[config.mk]
export PLATFORM = sky130hd
export DESIGN_NAME = ativiade5_mem_test_master_flat
export DESIGN_NICKNAME = d
export VERILOG_FILES = /design/src/rtl/ativiade5_mem_test_master_if.sv /design/src/rtl/ativiade5_mem_test_master.sv /design/src/flat_wrapper.sv
export SDC_FILE = /design/constraint.sdc
export NUM_CORES = 1
export LEC_CHECK = 0
export ABC_AREA = 1
export CAP_MARGIN = 20
export CORE_ASPECT_RATIO = 0.7
export CORE_MARGIN = 5
export CORE_UTILIZATION = 45
export DETAILED_ROUTE_END_ITERATION = 8
export PLACE_DENSITY_LB_ADDON = 0.25
export SYNTH_ARGS = -nofsm -noshare
export SYNTH_HDL_FRONTEND = slang
export SYNTH_SLANG_ARGS = --single-unit
[constraint.sdc]
create_clock -name i_clk -period 3.1 [get_ports i_clk]
set_input_delay 0.62 -clock i_clk [delete_from_list [all_inputs] [get_ports i_clk]]
set_output_delay 0.62 -clock i_clk [all_outputs]
set_load 0.02 [all_outputs]
[src/rtl/ativiade5_mem_test_master_if.sv]
// Avalon-MM bus bundle between the memory test master and the on-chip RAM slave (s1).
// Latency: none, this file only groups signals.
// Backpressure: avm_waitrequest from the slave stalls the master.
// Ports: master drives address/byteenable/chipselect/write/writedata/clken and
//        receives readdata/waitrequest; slave is the mirror image.
interface ativiade5_mem_test_master_if #(
    parameter int ADDR_W = 17,
    parameter int DATA_W = 32
);
    logic [ADDR_W-1:0]   avm_address;
    logic [DATA_W/8-1:0] avm_byteenable;
    logic                avm_chipselect;
    logic                avm_write;
    logic [DATA_W-1:0]   avm_writedata;
    logic                avm_clken;
    logic [DATA_W-1:0]   avm_readdata;
    logic                avm_waitrequest;

    modport master (
        output avm_address, avm_byteenable, avm_chipselect, avm_write, avm_writedata, avm_clken,
        input  avm_readdata, avm_waitrequest
    );

    modport slave (
        input  avm_address, avm_byteenable, avm_chipselect, avm_write, avm_writedata, avm_clken,
        output avm_readdata, avm_waitrequest
    );
endinterface

[src/rtl/ativiade5_mem_test_master.sv]
// Memory self-test master: fills [base, base+length) with a pattern, reads it back, counts mismatches.
// Latency: one word per cycle when not stalled; readback compared READ_LATENCY cycles after issue.
// Backpressure: avm_waitrequest holds address/data/command stable until the slave accepts.
// Ports: i_clk/i_reset (sync, active-high), i_start + i_base_addr/i_length/i_seed test request,
//        o_busy/o_done/o_pass/o_range_err/o_err_count/o_first_err_addr status, avm master bus.
// Build option: define MEMTEST_LFSR_EN for a 32-bit Galois LFSR pattern (poly 0x80200003);
//        otherwise each word is its zero-extended address XOR seed.
module ativiade5_mem_test_master #(
    parameter int ADDR_W       = 17,
    parameter int DATA_W       = 32,
    parameter int DEPTH        = 89325,
    parameter int READ_LATENCY = 1
) (
    input  logic                 i_clk,
    input  logic                 i_reset,
    input  logic                 i_start,
    input  logic [ADDR_W-1:0]    i_base_addr,
    input  logic [ADDR_W:0]      i_length,
    input  logic [DATA_W-1:0]    i_seed,
    output logic                 o_busy,
    output logic                 o_done,
    output logic                 o_pass,
    output logic                 o_range_err,
    output logic [ADDR_W:0]      o_err_count,
    output logic [ADDR_W-1:0]    o_first_err_addr,
    ativiade5_mem_test_master_if.master avm
);
    localparam int AW1 = ADDR_W + 1;

    typedef enum logic [2:0] {S_IDLE, S_CHECK, S_WRITE, S_READ, S_DRAIN, S_DONE} state_t;

    state_t              r_state, w_state_nxt;
    logic [ADDR_W-1:0]   r_base;
    logic [ADDR_W:0]     r_len;
    logic [DATA_W-1:0]   r_seed;
    logic [ADDR_W:0]     r_addr, r_end;
    logic [ADDR_W:0]     r_err_count;
    logic [ADDR_W-1:0]   r_first_err;
    logic                r_pass, r_range_err;
    logic [READ_LATENCY-1:0] r_pv;
    logic [ADDR_W-1:0]   r_pa [READ_LATENCY];

    logic                w_cs, w_wr, w_accept, w_last, w_range_bad, w_pend, w_cmp, w_mis;
    logic [ADDR_W+1:0]   w_span;
    logic [DATA_W-1:0]   w_wdata, w_exp;
    logic [ADDR_W:0]     w_err_nxt;

    // Only the stage whose data is on readdata this cycle may still be valid when leaving DRAIN.
    localparam logic [READ_LATENCY-1:0] LAST_STAGE = READ_LATENCY'(1) << (READ_LATENCY - 1);

`ifdef MEMTEST_LFSR_EN
    logic [DATA_W-1:0] r_wgen, r_cgen;
    function automatic logic [DATA_W-1:0] f_lfsr(input logic [DATA_W-1:0] s);
        return s[0] ? ((s >> 1) ^ DATA_W'(32'h80200003)) : (s >> 1);
    endfunction
    assign w_wdata = r_wgen;
    assign w_exp   = r_cgen;
`else
    assign w_wdata = DATA_W'(r_addr[ADDR_W-1:0]) ^ r_seed;
    assign w_exp   = DATA_W'(r_pa[READ_LATENCY-1]) ^ r_seed;
`endif

    // Range test needs one bit beyond the address arithmetic so a huge length cannot wrap.
    assign w_span      = {2'b00, r_base} + {1'b0, r_len};
    assign w_range_bad = w_span > (ADDR_W+2)'(DEPTH);
    assign w_last      = (r_addr + AW1'(1)) == r_end;
    assign w_accept    = w_cs & ~avm.avm_waitrequest;
    assign w_pend      = |(r_pv & ~LAST_STAGE);
    assign w_cmp       = r_pv[READ_LATENCY-1];
    assign w_mis       = w_cmp & (avm.avm_readdata != w_exp);
    assign w_err_nxt   = r_err_count + AW1'(w_mis);

    always_ff @(posedge i_clk) begin
        if (i_reset) r_state <= S_IDLE;
        else         r_state <= w_state_nxt;
    end

    always_comb begin
        w_state_nxt = r_state;
        o_busy      = 1'b0;
        o_done      = 1'b0;
        w_cs        = 1'b0;
        w_wr        = 1'b0;
        case (r_state)
            S_IDLE:  if (i_start) w_state_nxt = S_CHECK;
            S_CHECK: begin
                o_busy      = 1'b1;
                w_state_nxt = (r_len == '0 || w_range_bad) ? S_DONE : S_WRITE;
            end
            S_WRITE: begin
                o_busy = 1'b1;
                w_cs   = 1'b1;
                w_wr   = 1'b1;
                if (!avm.avm_waitrequest && w_last) w_state_nxt = S_READ;
            end
            S_READ: begin
                o_busy = 1'b1;
                w_cs   = 1'b1;
                if (!avm.avm_waitrequest && w_last) w_state_nxt = S_DRAIN;
            end
            S_DRAIN: begin
                o_busy = 1'b1;
                if (!w_pend) w_state_nxt = S_DONE;
            end
            S_DONE:  begin
                o_done      = 1'b1;
                w_state_nxt = S_IDLE;
            end
            default: w_state_nxt = S_IDLE;
        endcase
    end

    always_ff @(posedge i_clk) begin
        if (i_reset) begin
            r_base      <= '0;
            r_len       <= '0;
            r_seed      <= '0;
            r_addr      <= '0;
            r_end       <= '0;
            r_err_count <= '0;
            r_first_err <= '0;
            r_pass      <= 1'b0;
            r_range_err <= 1'b0;
            r_pv        <= '0;
            for (int i = 0; i < READ_LATENCY; i++) r_pa[i] <= '0;
`ifdef MEMTEST_LFSR_EN
            r_wgen      <= '0;
            r_cgen      <= '0;
`endif
        end else begin
            // Read-tracking pipeline: one entry per accepted read, compared when it falls out.
            r_pv[0] <= w_accept & ~w_wr;
            r_pa[0] <= r_addr[ADDR_W-1:0];
            for (int i = 1; i < READ_LATENCY; i++) begin
                r_pv[i] <= r_pv[i-1];
                r_pa[i] <= r_pa[i-1];
            end
            case (r_state)
                S_IDLE: if (i_start) begin
                    r_base      <= i_base_addr;
                    r_len       <= i_length;
                    r_seed      <= i_seed;
                    r_pass      <= 1'b0;
                    r_range_err <= 1'b0;
                end
                S_CHECK: begin
                    r_err_count <= '0;
                    r_first_err <= '0;
                    r_addr      <= {1'b0, r_base};
                    r_end       <= {1'b0, r_base} + r_len;
`ifdef MEMTEST_LFSR_EN
                    r_wgen      <= (r_seed == '0) ? DATA_W'(1) : r_seed;
                    r_cgen      <= (r_seed == '0) ? DATA_W'(1) : r_seed;
`endif
                    if (r_len == '0)      r_pass      <= 1'b1;
                    else if (w_range_bad) r_range_err <= 1'b1;
                end
                S_WRITE: if (w_accept) begin
                    r_addr <= w_last ? {1'b0, r_base} : r_addr + AW1'(1);
`ifdef MEMTEST_LFSR_EN
                    r_wgen <= f_lfsr(r_wgen);
`endif
                end
                S_READ:  if (w_accept) r_addr <= r_addr + AW1'(1);
                S_DRAIN: if (!w_pend) r_pass <= (w_err_nxt == '0);
                default: ;
            endcase
            if (w_cmp) begin
                r_err_count <= w_err_nxt;
                if (w_mis && r_err_count == '0) r_first_err <= r_pa[READ_LATENCY-1];
`ifdef MEMTEST_LFSR_EN
                r_cgen <= f_lfsr(r_cgen);
`endif
            end
        end
    end

    assign o_pass           = r_pass;
    assign o_range_err      = r_range_err;
    assign o_err_count      = r_err_count;
    assign o_first_err_addr = r_first_err;

    assign avm.avm_chipselect = w_cs;
    assign avm.avm_write      = w_wr;
    assign avm.avm_address    = w_cs ? r_addr[ADDR_W-1:0] : '0;
    assign avm.avm_byteenable = w_cs ? '1 : '0;
    assign avm.avm_writedata  = w_wr ? w_wdata : '0;
    assign avm.avm_clken      = 1'b1;
endmodule

[src/flat_wrapper.sv]
// flat-port wrapper written by rule: the top's interface ports become plain ports
module ativiade5_mem_test_master_flat 
#(
    parameter int ADDR_W       = 17,
    parameter int DATA_W       = 32,
    parameter int DEPTH        = 89325,
    parameter int READ_LATENCY = 1
)
  (i_clk, i_reset, i_start, i_base_addr, i_length, i_seed, o_busy, o_done, o_pass, o_range_err, o_err_count, o_first_err_addr, avm_avm_address, avm_avm_byteenable, avm_avm_chipselect, avm_avm_write, avm_avm_writedata, avm_avm_clken, avm_avm_readdata, avm_avm_waitrequest);
  ativiade5_mem_test_master_if #(.ADDR_W(ADDR_W), .DATA_W(DATA_W)) avm_i ();
  input  logic i_clk;
  input  logic i_reset;
  input  logic i_start;
  input  logic [ADDR_W-1:0] i_base_addr;
  input  logic [ADDR_W:0] i_length;
  input  logic [DATA_W-1:0] i_seed;
  output logic o_busy;
  output logic o_done;
  output logic o_pass;
  output logic o_range_err;
  output logic [ADDR_W:0] o_err_count;
  output logic [ADDR_W-1:0] o_first_err_addr;
  output wire logic [$bits(avm_i.avm_address)-1:0] avm_avm_address;
  output wire logic [$bits(avm_i.avm_byteenable)-1:0] avm_avm_byteenable;
  output wire logic [$bits(avm_i.avm_chipselect)-1:0] avm_avm_chipselect;
  output wire logic [$bits(avm_i.avm_write)-1:0] avm_avm_write;
  output wire logic [$bits(avm_i.avm_writedata)-1:0] avm_avm_writedata;
  output wire logic [$bits(avm_i.avm_clken)-1:0] avm_avm_clken;
  input wire logic [$bits(avm_i.avm_readdata)-1:0] avm_avm_readdata;
  input wire logic [$bits(avm_i.avm_waitrequest)-1:0] avm_avm_waitrequest;
  assign avm_avm_address = avm_i.avm_address;
  assign avm_avm_byteenable = avm_i.avm_byteenable;
  assign avm_avm_chipselect = avm_i.avm_chipselect;
  assign avm_avm_write = avm_i.avm_write;
  assign avm_avm_writedata = avm_i.avm_writedata;
  assign avm_avm_clken = avm_i.avm_clken;
  assign avm_i.avm_readdata = avm_avm_readdata;
  assign avm_i.avm_waitrequest = avm_avm_waitrequest;
  ativiade5_mem_test_master #(.ADDR_W(ADDR_W), .DATA_W(DATA_W), .DEPTH(DEPTH), .READ_LATENCY(READ_LATENCY)) u_core (.i_clk(i_clk), .i_reset(i_reset), .i_start(i_start), .i_base_addr(i_base_addr), .i_length(i_length), .i_seed(i_seed), .o_busy(o_busy), .o_done(o_done), .o_pass(o_pass), .o_range_err(o_range_err), .o_err_count(o_err_count), .o_first_err_addr(o_first_err_addr), .avm(avm_i));
endmodule
# == Word-level counts from Yosys, hierarchy flattened ==
# Memory sizes are Yosys's and may differ from the RTL's.
# Index checks and enable logic that the tools add are counted.
# word_totals
input_bits,103
ram_bits,17
word_cells,91
mem_count,1
ff_bits,144
# mem_list
name,words,width,read_ports,rd_clocked_by_memory_dff,write_ports,line_no,text
u_core.r_pa,1,17,1,0,1,ativiade5_mem_test_master.sv:41,logic [ADDR_W-1:0] r_pa [READ_LATENCY];
# op_classes
reduce_logical,20
n_lt_le_gt_ge,1
n_eq_ne,15
mux,32
bitwise_logic,7
add_sub_neg,4
# ops
cell,n
$mux 18,5
$mux 17,5
$xor 17x32->32,2
$logic_not 18->1,3
$pmux 18 s3,1
$mux 32,1
$ne 32x32->1,1
$add 17x18->19,1
$gt 19x17->1 const B,1
$add 17x18->18,1
$add 18x1->18,1
$add 18x1->18 const B,1
$eq 18x18->1,1
$reduce_or 17->1,1
$pmux 3 s5,1
$mux 1,12
$mux 3,4
$ne 2x1->1 const B,6
$reduce_and 3->1,3
$eq 3x2->1 const B,2
$eq 3x3->1 const B,2
$reduce_bool 3->1,2
$mux 4,1
$ne 2x2->1 const B,2
14 further kinds,19

# == Depth between registers and ports, before layout ==
# An unclocked memory read counts as a cell.
# depth
ltp_word,7
mapped_depth,23
mapped_depth_nobuf,23

# == Worst setup path after synthesis ==
# No wires, ideal clock.
# synth_path
path_kind,input port to flip-flop
startpoint,input port avm_avm_readdata[16]
endpoint,register u_core.r_pass (netlist: u_core.o_pass)
t_arrival_ps,3068
path_slack_ps,-38
path_stages,23
setup_time_ps,70
cell_sequence,xnor2_1 > xor2_1 > nor2_1 > nand4_1 > nor3_1 > a21oi_1 > ha_1 > ha_1 > nand2_1 > inv_1 > nand2_1 > nor2_1 > nand2_1 > nor2_1 > nand2_1 > nor2_1 > nand3_1 > xnor2_1 > a21oi_1 > nand3b_1 > nor2_1 > nand3_1 > a21oi_1
# synth_between
elab_chain_cells,5
# synth_lines
element,line_no,text
start: declaration,flat_wrapper.sv:29,input wire logic [$bits(avm_i.avm_readdata)-1:0] avm_avm_readdata;
$ne 32x32->1,ativiade5_mem_test_master.sv:70,assign w_mis = w_cmp & (avm.avm_readdata != w_exp);
$and 1x1->1,ativiade5_mem_test_master.sv:70,
$add 18x1->18,ativiade5_mem_test_master.sv:71,assign w_err_nxt = r_err_count + AW1'(w_mis);
$logic_not 18->1,ativiade5_mem_test_master.sv:165,S_DRAIN: if (!w_pend) r_pass <= (w_err_nxt == '0);
$pmux 1 s3,ativiade5_mem_test_master.sv:138,case (r_state)
end signal: assignment,ativiade5_mem_test_master.sv:165,
end: declaration,ativiade5_mem_test_master.sv:39,"logic r_pass, r_range_err;"
# No other way between the ends.
# A chain may end at the register's enable or synchronous reset.

# == Worst setup path in the final report ==
# layout_path
startpoint,input port avm_avm_readdata[13]
endpoint,register u_core.r_pass (netlist: u_core.o_pass)
# The elaborated chain is that of the path after synthesis.

==> impl_metrics.py <==
metrics = {
    "outcome": {
        "status": "finished, violations left",
        "violations": "setup timing",
    },
    "detailed_routing": {
        "wl_per_cell_um": 16.4,
        "dr.pass1.iters": 5,
        "num_vias": 10734,
        "top_layer_used": "met4",
        "met3_length_um": 3120,
        "wl_met1_um": 16400,
        "drt_first_iter_violations": 1024,
        "viasPerCell": 5.27,
        "routed-wl-met2_um": 13700,
        "wl_um": 33500,
        "ant_nets": 0,
        "drc": 0,
    },
    "yosys": {
        "netlist_top_cells_area": "dfxtp_1 (33%), nand2_1 (16%), a21oi_1 (8.7%)",
        "synth.largest_area_cell": "dfxtp_1",
        "ys_seq_area_share_pct": 32.8,
        "synth_xor_area_share_pct": 6.23,
        "syn_inst": 1539,
        "syn_nets": 1663,
        "synthMuxAreaShare_pct": 0,
        "synthAdderAreaFrac_pct": 2.75,
        "yosysUniqueCellTypes": 43,
        "ys.flop_type": "dfxtp_1",
        "synthSimpleGateAreaFrac_pct": 32.9,
        "synth.avg_cell_area_um2": 6.39,
        "synthArstFlopShare_pct": 0,
        "synth_compound_gate_area_share_pct": 14.9,
        "syn_area_um2": 9830,
        "synth-seq-cells": 161,
        "yosys_warnings": 0,
        "synth_top_area_share_pct": 32.8,
        "synth_edf_count": 0,
        "synth_top_family_by_area": "simple AND/OR/NAND/NOR gates",
    },
    "pwr": {
        "switching_share_pct": 45.4,
        "clkPwrFrac_pct": 21.7,
        "powerDensity_nw_per_um2": 715,
        "p_leak_nw": 5.96,
        "p_sw_mw": 4.25,
        "pwr-share-seq_pct": 32.0,
        "comb_power_share_pct": 46.2,
        "p_int_mw": 5.10,
        "max-vdd-ir-drop_v": 0.000412,
    },
    "timing": {
        "rsz0062_at_grt": "true",
        "finalHoldViolCount": 0,
        "finalSetupViolations": 3,
        "whs_ps": 464,
        "period_needed_ps": 3260,
        "tightest_slew_ps": 641,
        "worst_clock_skew_ps": 14.2,
        "clock.fmax_mhz": 307,
        "max_slew_margin_pct": 57.3,
        "fin_ws_ps": -160,
        "slew_viol_final": 0,
        "period_share_pct": 105,
    },
    "grt": {
        "grt_pass1_vias": 9821,
        "gr-total-overflow": 0,
        "grt_pass1_wl_um": 52700,
        "grt_max_degree": 69,
        "grtUsageTotal_pct": 25.9,
        "antenna_found_initial": 0,
    },
    "worst_hold_path": {
        "hold_path.class": "reg2reg",
    },
    "layout": {
        "nets": 1866,
        "layout.cells.non_filler": 2037,
        "drive_above_1_share_pct": 9.64,
        "final_area_um2": 13100,
        "fillCellCount": 2070,
        "area_growth_pct": 33.1,
        "fin_util_pct": 60.6,
    },
    "floorplan": {
        "die_w_um": 187,
        "dieArea_um2": 24900,
        "coreArea_um2": 21600,
        "rows": 45,
        "die_h_um": 134,
        "initial_core_util_pct": 45.6,
        "io_pins": 198,
    },
    "place": {
        "io_buffers": 196,
        "routabilityCongestion": 0.983,
        "post_dp_cell_area_um2": 12200,
        "place_ws_ps": -849,
        "placed_cells": 1994,
        "dp_hpwl_um": 25600,
    },
    "worst_setup_path": {
        "crit_required_ps": 3480,
        "criticalPathCategory": "in2reg",
        "critPathMaxFanout": 3,
        "crit_path_end_kind": "register",
        "arrival_ps": 3640,
        "startpoint_type": "input port",
    },
    "cts": {
        "cts.sink_count": 161,
        "clkLatencyLatePin_ps": 450,
        "cts_buffer_depth": 2,
        "clk_pin_slew_ps": 80,
        "cts_buffers": 17,
        "root_buffer": "clkbuf_16",
        "cts_tree": "yes",
        "cts-htree-levels": 4,
    },
    "run": {
        "maxCapViolCount": 0,
    },
}
-- final timing paths --
path	slack (ps)	end	cells past startpoint	startpoint
max	-160	u_core.o_pass	22	avm_avm_readdata[13]
min	460	u_core.o_first_err_addr[0]	2	u_core.o_first_err_addr[0]
max reg2reg	-130	u_core.o_pass	22	u_core.r_pa[0][16]
min reg2reg	460	u_core.o_first_err_addr[0]	2	u_core.o_first_err_addr[0]
-- synthesized netlist by cell type, types with 2 or more instances --
cell and instances:
nor2_2 5, clkbuf_1 49, dfxtp_1 161, a21oi_1 170
o21bai_1 2, o21ai_0 96, nor3b_1 2, o211ai_2 2
nand2_2 16, buf_4 7, or2_2 6, nor3_2 2
nand2_1 409, nor2_1 122, buf_1 3, and3_1 4
inv_2 2, o211ai_1 5, buf_2 2, o21ai_1 5
clkinv_1 6, buf_6 2, xnor2_1 25, ha_1 20
and2_1 5, nand4_1 20, nand3b_1 5, nor4_1 11
inv_1 184, nor2_4 4, nand3_1 115, nor3_1 19
xor2_1 43
-- power by group through the flow --
stage	Sequential, mW	Clock (mW)	Combinational (mW)
finish	3.00	2.03	4.32
global route	3.05	2.14	4.83
CTS	2.98	2.06	4.25
detailed placement	3.02	0	4.22
global placement	3.01	0	4.15
floorplan	2.87	0	2.95
-- per-stage QoR --
step	total power, mW	setup TNS [ps]
6_report	9.35	-226
5_1_grt	10.0	-1260
4_1_cts	9.29	-221
3_5_place_dp	7.24	-6310
3_3_place_gp	7.16	-5780
2_1_floorplan	5.83	0
-- cells in the final DEF, fill, tap and decap left out, drive strengths merged, types with 25 or more instances in the layout --
| cell type | count |
|---|---|
| clkdlybuf4s50 | 152 |
| xor2 | 44 |
| nand3 | 115 |
| buf | 57 |
| dlymetal6s2s | 25 |
| inv | 193 |
| dfxtp | 161 |
| o21ai | 101 |
| nor2 | 131 |
| a21oi | 170 |
| nand2 | 425 |
| xnor2 | 25 |
-- sequential cells by signal (all words and copies together), names as in the netlist --
| name | count |
|---|---|
| u_core.r_pv | 1 |
| u_core.o_range_err | 1 |
| u_core.r_pa | 17 |
| u_core.o_pass | 1 |
| u_core.r_state | 3 |
| u_core.r_end | 18 |
| u_core.r_len | 18 |
| u_core.r_seed | 32 |
| u_core.r_base | 17 |
| u_core.o_err_count | 18 |
| u_core.r_addr | 18 |
| u_core.o_first_err_addr | 17 |
-- layer usage --
metal  vias to the layer above  GRT usage (%)
met4                         0           4.00
met1                      4945           39.1
met5                         -              0
met2                       414           37.4
met3                        23           6.86
li1                       5352              -
-- layout make-up --
type | count | area (um^2) | share of cell area (%)
timing repair buffer | 248 | 2430 | 18.6
antenna | 1 | 2.50 | 0.0191
tap | 282 | 353 | 2.70
clock inverter | 13 | 125 | 0.957
inverter | 192 | 721 | 5.51
clock buffer | 18 | 429 | 3.28
multi-input combinational | 1122 | 5790 | 44.3
sequential | 161 | 3230 | 24.7
-- kinds of logic (layout without fill, tap and decap cells) --
family          count (synthesis)  after routing
buf+inv                       256            471
other cells                     1              2
simple gates                  747            747
compound gates                284            284
xor+xnor                       69             69
fa+ha+maj                      21             21
flops                         161            161
-- worst max-delay path, stage by stage --
cell,delay (ps)
dlygate4sd2_1,240
xnor2_1,210
xor2_1,240
nand4_1,250
nor3_2,250
a21oi_2,90
ha_2,210
buf_4,140
buf_4,120
nand3_1,110
inv_2,70
nand2_2,70
inv_1,50
nand3_2,70
nor3_2,50
buf_4,140
nand3_1,70
xor2_1,140
inv_1,90
nor3_2,180
nand3_1,90
a21oi_1,140
-- timing repair --
action,CTS,global route
hold buffers,0,0
hold endpoints to repair,0,0
gates resized for setup,48,56
setup endpoints to repair,8,49
setup buffers,7,5
pin swaps,31,24
Power figures use the tool's default switching activity.
